--- src/rtl/fetch_unit.sv ---
// Instruction fetch stage: issues word-aligned imem requests, buffers in-order
// responses in a small FIFO for decode, and squashes stale fetches on redirect.
module fetch_unit #(
  parameter int              XLEN      = 32,
  parameter logic [XLEN-1:0] RESET_PC  = '0,
  parameter int              BUF_DEPTH = 2
) (
  input  logic            clk,
  input  logic            rst,
  input  logic            redirect_valid,
  input  logic [XLEN-1:0] redirect_pc,
  output logic            imem_req_valid,
  input  logic            imem_req_ready,
  output logic [XLEN-1:0] imem_req_addr,
  input  logic            imem_rsp_valid,
  input  logic [XLEN-1:0] imem_rsp_data,
  output logic            if_valid,
  input  logic            id_ready,
  output logic [XLEN-1:0] if_pc,
  output logic [XLEN-1:0] if_pc_plus_four,
  output logic [XLEN-1:0] if_instr,
  output logic [3:0]      buf_count
);

  localparam int              PTR_W    = (BUF_DEPTH > 1) ? $clog2(BUF_DEPTH) : 1;
  localparam logic [3:0]      DEPTH_C  = 4'(BUF_DEPTH);
  localparam logic [XLEN-1:0] FOUR     = XLEN'(4);
  localparam logic [PTR_W-1:0] LAST_PTR = PTR_W'(BUF_DEPTH - 1);

  logic [XLEN-1:0]  pc_q, pc_d;
  logic [XLEN-1:0]  rsp_pc_q, rsp_pc_d;
  logic [3:0]       outst_q, outst_d;
  logic [3:0]       drop_q, drop_d;
  logic [3:0]       count_q, count_d;
  logic [PTR_W-1:0] head_q, head_d;
  logic [PTR_W-1:0] tail_q, tail_d;
  logic [XLEN-1:0]  fifo_pc_q    [BUF_DEPTH];
  logic [XLEN-1:0]  fifo_instr_q [BUF_DEPTH];

  logic            req_fire;
  logic            push;
  logic            pop;
  logic [XLEN-1:0] redirect_target;
  logic            unused_redirect_bits;

  function automatic logic [PTR_W-1:0] ptr_inc(input logic [PTR_W-1:0] p);
    return (p == LAST_PTR) ? '0 : p + PTR_W'(1);
  endfunction

  assign redirect_target      = {redirect_pc[XLEN-1:2], 2'b00};
  assign unused_redirect_bits = ^redirect_pc[1:0];

  // Capacity counts in-flight requests too, so every response has a free slot.
  assign imem_req_valid = rst && !redirect_valid && ((count_q + outst_q) < DEPTH_C);
  assign imem_req_addr  = pc_q;
  assign req_fire       = imem_req_valid && imem_req_ready;

  assign if_valid        = rst && !redirect_valid && (count_q != 4'd0);
  assign if_pc           = fifo_pc_q[head_q];
  assign if_pc_plus_four = fifo_pc_q[head_q] + FOUR;
  assign if_instr        = fifo_instr_q[head_q];
  assign buf_count       = count_q;

  assign push = rst && !redirect_valid && imem_rsp_valid && (drop_q == 4'd0);
  assign pop  = if_valid && id_ready;

  always_comb begin
    // NOTE: every _d gets a default first so no path leaves it unassigned (no latch).
    pc_d     = pc_q;
    rsp_pc_d = rsp_pc_q;
    outst_d  = outst_q;
    drop_d   = drop_q;
    count_d  = count_q;
    head_d   = head_q;
    tail_d   = tail_q;
    if (redirect_valid) begin
      // Everything still in flight after this cycle belongs to the old path.
      pc_d     = redirect_target;
      rsp_pc_d = redirect_target;
      outst_d  = outst_q - {3'b000, imem_rsp_valid};
      drop_d   = outst_d;
      count_d  = '0;
      head_d   = '0;
      tail_d   = '0;
    end else begin
      if (req_fire) pc_d = pc_q + FOUR;
      outst_d = outst_q + {3'b000, req_fire} - {3'b000, imem_rsp_valid};
      if (imem_rsp_valid && (drop_q != 4'd0)) drop_d = drop_q - 4'd1;
      if (push) begin
        rsp_pc_d = rsp_pc_q + FOUR;
        tail_d   = ptr_inc(tail_q);
      end
      if (pop) head_d = ptr_inc(head_q);
      count_d = count_q + {3'b000, push} - {3'b000, pop};
    end
  end

  // NOTE: state flops use non-blocking assignments so all of them update together.
  always_ff @(posedge clk) begin
    if (!rst) begin
      pc_q     <= RESET_PC;
      rsp_pc_q <= RESET_PC;
      outst_q  <= '0;
      drop_q   <= '0;
      count_q  <= '0;
      head_q   <= '0;
      tail_q   <= '0;
    end else begin
      pc_q     <= pc_d;
      rsp_pc_q <= rsp_pc_d;
      outst_q  <= outst_d;
      drop_q   <= drop_d;
      count_q  <= count_d;
      head_q   <= head_d;
      tail_q   <= tail_d;
    end
  end

  // NOTE: FIFO storage is not reset; count_q alone decides which entries are live.
  always_ff @(posedge clk) begin
    if (push) begin
      fifo_pc_q[tail_q]    <= rsp_pc_q;
      fifo_instr_q[tail_q] <= imem_rsp_data;
    end
  end

  push_into_full_a : assert property (@(posedge clk) disable iff (!rst)
    !(push && !pop && (count_q == DEPTH_C)));

endmodule
--- config.mk ---
export PLATFORM = sky130hd
export DESIGN_NAME = fetch_unit
export DESIGN_NICKNAME = d
export VERILOG_FILES = /design/src/rtl/fetch_unit.sv
export SDC_FILE = /design/constraint.sdc
export NUM_CORES = 1
export LEC_CHECK = 0
export CAP_MARGIN = 20
export CORE_ASPECT_RATIO = 1.25
export CORE_MARGIN = 4
export CORE_UTILIZATION = 56
export DETAILED_ROUTE_END_ITERATION = 10
export HOLD_SLACK_MARGIN = 0.03
export PLACE_DENSITY = 0.94
export SLEW_MARGIN = 15
export SYNTH_ARGS = -nofsm -noshare
export SYNTH_HDL_FRONTEND = slang
export SYNTH_SLANG_ARGS = --single-unit
--- constraint.sdc ---
create_clock -name clk -period 13.1 [get_ports clk]
set_input_delay 2.62 -clock clk [delete_from_list [all_inputs] [get_ports clk]]
set_output_delay 2.62 -clock clk [all_outputs]
set_load 0.1 [all_outputs]
==> results of run 1 <==
[through the flow]
step / hold slack [ns] / area, µm² / utilization, % / total power [mW] / setup slack (ns)
CTS: 0.487 / 12600 / 72.1 / 1.54 / 5.27
global placement: 0.470 / 12000 / 68.7 / 1.02 / 5.28
finish: 0.498 / 12600 / 72.1 / 1.53 / 5.26
detailed placement: 0.471 / 12000 / 68.7 / 1.02 / 5.30
floorplan: 0.440 / 9910 / - / 0.943 / 3.89
global route: 0.516 / 12600 / 72.1 / 1.58 / 5.18
[placed cells by master, fill, tap and decap left out, types with 7 or more instances in the layout]
cell,n
mux2i_1,11
xor2_1,20
a31oi_1,9
nor3_1,24
and3_1,13
xnor2_1,44
clkdlybuf4s50_1,195
nor4_1,18
nand4_1,32
nand3_1,39
clkbuf_16,17
o211ai_1,9
edfxtp_1,124
inv_1,32
a21oi_1,39
ha_1,19
mux2_2,55
and4_1,8
or4_1,9
and2_1,7
o21ai_0,23
dfxtp_1,74
nor2_1,39
nand2_1,73
[logic make-up after synthesis]
| group | synth area share, % |
|---|---|
| compound gates | 9.80 |
| xor+xnor | 5.67 |
| fa+ha+maj | 3.01 |
| buf+inv | 3.65 |
| flops | 52.8 |
| mux | 8.06 |
| other cells | 0.0379 |
| simple gates | 17.0 |
[state kept, by name, indices dropped and copies added, names as in the netlist, named ones only]
signal         flops
fifo_instr_q      64
fifo_pc_q         60
imem_req_addr     30
rsp_pc_q          30
buf_count          4
drop_q             4
outst_q            4
head_q             1
tail_q             1
[layer usage]
layer	vias to the layer above	track usage (%)
li1	3670	-
met1	3707	29.2
met2	384	42.0
met3	58	4.95
met4	0	9.91
met5	-	0
[area by class of cell]
cell class / instances / area (µm²)
repair buffers: 201 / 2000
multi-input cells: 609 / 4330
flip-flops and latches: 199 / 5230
inverters: 35 / 131
clock buffers: 18 / 439
fillers: 1208 / 4870
clock inverters: 14 / 149
well taps: 224 / 280
[worst max-delay path: stages]
cell and delay [ns]:
clkdlybuf4s50_1 0.45, buf_4 0.40, nand3b_1 0.31, nor3_1 0.25
clkdlybuf4s50_1 1.17
[worst paths after layout]
check / startpoint / to / slack [ns]
worst min register to register: rsp_pc_q[31] / fifo_pc_q[0][31] / 0.50
worst min-delay path: rsp_pc_q[31] / fifo_pc_q[0][31] / 0.50
worst max register to register: buf_count[1] / outst_q[3] / 9.12
worst max-delay path: rst / imem_req_valid / 5.26
[where the power goes]
part           total, mW  switching, mW  internal, mW
Combinational      0.294          0.207        0.0878
Sequential         0.720         0.0288         0.691
Clock              0.517          0.230         0.288
==> reports/metrics.csv, run 1 <==
stage;metric;value;unit
synth;synth_edf_count;124;
detailed_routing;drt_wl_total;24300;µm
timing;rsz0062_at_grt;no;
cts;clk_latency;0.44;ns
pwr;vdd_drop_max;0.0876;mV
cts;clock_path_buffers;2;
place;numPortBuffers;195;
floorplan;core_area;0.0174;mm²
cts;cts_resized;0;
detailed_routing;met3_length;2170;µm
floorplan;start_util;56.8;%
cts;cts_buffers;17;
status;status;completed;
detailed_routing;avgRoutedWirePerCell;18.7;µm
critical_path;cp_data_required_time;10.48;ns
detailed_routing;top_layer;met4;
cts;clk_transition_reported_paths;0.07;ns
finish;layout.nets;1155;
detailed_routing;vias;7819;
timing;min_period;7.84;ns
place;routabilityCongestion;0.885;
synth;synth_top_area_cell;edfxtp_1;
timing;skew;0.0108;ns
synth;ys.flop_type;edfxtp_1;
critical_path;worstPathArrival;5.22;ns
cts;cts_max_level;4;
cts;cts_tree;built;
floorplan;dieHeight;157;µm
timing;slew_headroom;24.8;%
pwr;p_per_area;122;mW/mm²
floorplan;num_rows;54;
global_routing;overflow;0;
synth;yosys_warnings;0;
critical_path;endpoint_kind;primary output;
detailed_routing;drt_iter0_drc;655;
cts;cts_sinks;199;
synth;synth_area;0.00989;mm²
timing;finalHoldViolations;0;
synth;synth-seq-area-share;52.8;%
detailed_routing;ant_nets;0;
synth;synthArstFlopShare;0;%
detailed_routing;drt_first_pass_iters;5;
job;max-cap-violations;0;
cts;cts_setup_buffers;0;
detailed_routing;post-route-drc-count;0;
synth;synth_cell_types;77;
detailed_routing;wl_met2;12200;µm
floorplan;io_pins;204;
place;dpl.hpwl;17000;µm
global_routing;grt_pass1_vias;7607;
finish;antenna_cells;0;
floorplan;die_area;0.0199;mm²
pwr;p_leak;4.21;nW
critical_path;cp-start-kind;input pin;
min_path;hold_path_class;reg -> reg;
finish;drive_gt1_share;11.2;%
synth;synth_top_area_share;37.6;%
global_routing;grt_max_degree;90;
global_routing;grt_pass1_wl;38300;µm
critical_path;worstSetupPathType;in -> out;
critical_path;reg2reg_depth;14;
synth;syn-instance-count;884;
floorplan;die_width;127;µm
timing;drv_slew;0;
critical_path;crit_fanout;52;
synth;ys_ff_latch;199;
synth;synthTopCellsByArea;edfxtp_1 (38%), dfxtp_1 (15%), mux2_2 (6.3%);
finish;fin_cells;1300;
timing;setup_viol;0;
global_routing;antenna_found_initial;0;
synth;synth_most_common_cell;edfxtp_1;
timing;worst_pin_slew;1.12;ns
global_routing;global_route.usage.total;24.1;%
timing;fmax;0.128;GHz
min_path;worstHoldPathCells;0;
cts;hold_buffers;0;
cts;clockRootBuffer;clkbuf_16;
timing;tns;0;ns
detailed_routing;met1_length;9300;µm
synth;synthTopCellsByCount;edfxtp_1 (124), dfxtp_1 (75), nand2_1 (73);
place;placed_cells;1268;
detailed_routing;avgViaCountPerCell;6.01;
finish;syn_to_final_growth;27.0;%
timing;fin_crit_sh;59.8;%
synth;syn_avg_cell_area;11.2;µm²
No activity file was read; power rests on OpenSTA's default activity.
==> run 2: changes to the inputs <==
CORE_UTILIZATION = 52   (was 56)
PLACE_DENSITY = 0.89   (was 0.94)
clock period = 8 ns   (was 13.1 ns; I/O delays follow)
==> run 2 against run 1 <==
Count of clock-buffer cells in the layout is 2 higher. Worst setup slack worse by 3.4 ns. Routed wire length is 1.0% lower. Total power increased by 64%. Via count shrank 0.13%. Critical path depth increased by 3. Cell count increased by 0.77%. Die area is 7.2% higher. Combinational power up 64%. Sequential share of layout area fell by 0.12 points. Largest cell class unchanged.
==> reports/metrics.csv, run 2 (same netlist as run 1, synthesis figures left out) <==
stage;metric;value;unit
cts;clockRootBuffer;clkbuf_16;
floorplan;num_rows;56;
detailed_routing;ant_nets;0;
cts;cts_buffers;17;
critical_path;reg2reg_from;buf_count[1];
critical_path;crit_cells;8;
floorplan;io_pins;204;
finish;drive_gt1_share;11.4;%
global_routing;grt_pass1_vias;7754;
min_path;hp-start;rsp_pc_q[31];
critical_path;slowest_stage;clkdlybuf4s50_1;
floorplan;dieHeight;162;µm
cts;cts_resized;0;
critical_path;endpoint_kind;primary output;
finish;largest_reg_flops;64;
critical_path;cp-start-kind;flop;
critical_path;worstPathArrival;4.54;ns
critical_path;worstSetupPathType;reg -> out;
timing;rsz0062_at_grt;no;
finish;fin_cells;1310;
global_routing;overflow;0;
finish;top_register;fifo_instr_q;
critical_path;path_cells;mux2_2 > ha_1 > nand4_1 > a21oi_2 > nand2_1 > nor4b_2 > xor2_1 > clkdlybuf4s50_1;
floorplan;start_util;52.9;%
timing;slew_headroom;25.7;%
place;place_ws;2.11;ns
detailed_routing;avgViaCountPerCell;5.96;
critical_path;cpLargestDelayFamily;buffers and inverters;
critical_path;cp_data_required_time;6.40;ns
floorplan;die_width;131;µm
critical_path;path_buf_inv;1;
detailed_routing;vias;7809;
critical_path;cpPeakStageDelay;1.15;ns
critical_path;reg2reg_depth;14;
detailed_routing;drt_first_pass_iters;5;
cts;clk_latency;0.44;ns
timing;finalHoldViolations;0;
detailed_routing;drt_iter0_drc;542;
timing;drv_slew;0;
finish;layout_common_cells;clkdlybuf4s50_1 (195), edfxtp_1 (124), dfxtp_1 (74), nand2_1 (73), mux2_2 (55);
pwr;p_per_area;199;mW/mm²
global_routing;grt_max_degree;90;
pwr;vdd_drop_max;0.154;mV
timing;tns;0;ns
finish;final_util;67.3;%
pwr;p_leak;4.24;nW
cts;clk_transition_reported_paths;0.07;ns
timing;worst_pin_slew;1.11;ns
cts;cts_max_level;4;
timing;worst_slack;1.86;ns
critical_path;crit_fanout;89;
min_path;worstHoldPathCells;0;
finish;final_common_cell;clkdlybuf4s50_1;
place;dpl.hpwl;17100;µm
detailed_routing;post-route-drc-count;0;
global_routing;global_route.usage.total;22.5;%
place;placed_cells;1278;
cts;cts_sinks;199;
cts;hold_buffers;0;
place;routabilityCongestion;0.907;
timing;min_period;6.14;ns
pwr;p_total;2.51;mW
place;numPortBuffers;195;
detailed_routing;avgRoutedWirePerCell;18.4;µm
detailed_routing;drt_wl_total;24100;µm
global_routing;antenna_found_initial;0;
job;max-cap-violations;0;
finish;layout.nets;1157;
cts;clock_path_buffers;2;
global_routing;grt_pass1_wl;39000;µm
cts;cts_setup_buffers;0;
floorplan;die_area;0.0213;mm²
status;status;completed;
timing;setup_viol;0;
timing;skew;0.0114;ns
finish;antenna_cells;0;
timing;fmax;0.163;GHz
min_path;hold_path_class;reg -> reg;
finish;reg.largest.list;fifo_instr_q: 64 flops, fifo_pc_q: 60 flops;
finish;syn_to_final_growth;27.3;%
cts;cts_tree;built;
timing;fin_crit_sh;76.7;%
floorplan;core_area;0.0187;mm²
run 2: stage by stage:
stage,instance area (µm²),hold slack [ns]
after floorplan,9920,0.440
after global placement,12000,0.470
after detailed placement,12000,0.489
after CTS,12600,0.505
after global routing,12600,0.521
final,12600,0.504
run 2: worst paths after layout:
kind | to | slack (ns)
hold reg to reg | fifo_pc_q[1][31] | 0.50
setup reg to reg | outst_q[3] | 4.17
setup / recovery | if_pc_plus_four[28] | 1.86
hold / removal | fifo_pc_q[1][31] | 0.50
run 2: cell type report:
cell class / instances / area (µm²)
clock inverter: 12 / 118
multi-input combinational: 609 / 4340
tap: 232 / 290
fill: 1343 / 6110
clock buffer: 20 / 479
sequential: 199 / 5230
inverter: 35 / 131
timing repair buffer: 203 / 2010
run 2: power by group:
part           total, mW  leakage (nW)  internal, mW  switching [mW]
Combinational      0.481          2.19         0.144           0.337
Clock              0.850         0.296         0.471           0.378
Sequential          1.18          1.75          1.13          0.0478
Total               2.51          4.24          1.75           0.763
run 2: metal layers:
metal | wire length (µm) | GRT usage (%) | vias to the layer above
met2 | 11900 | 38.9 | 375
met5 | 0 | 0 | -
met1 | 9810 | 27.9 | 3706
li1 | - | - | 3676
met4 | 624 | 9.17 | 0
met3 | 1730 | 4.28 | 52
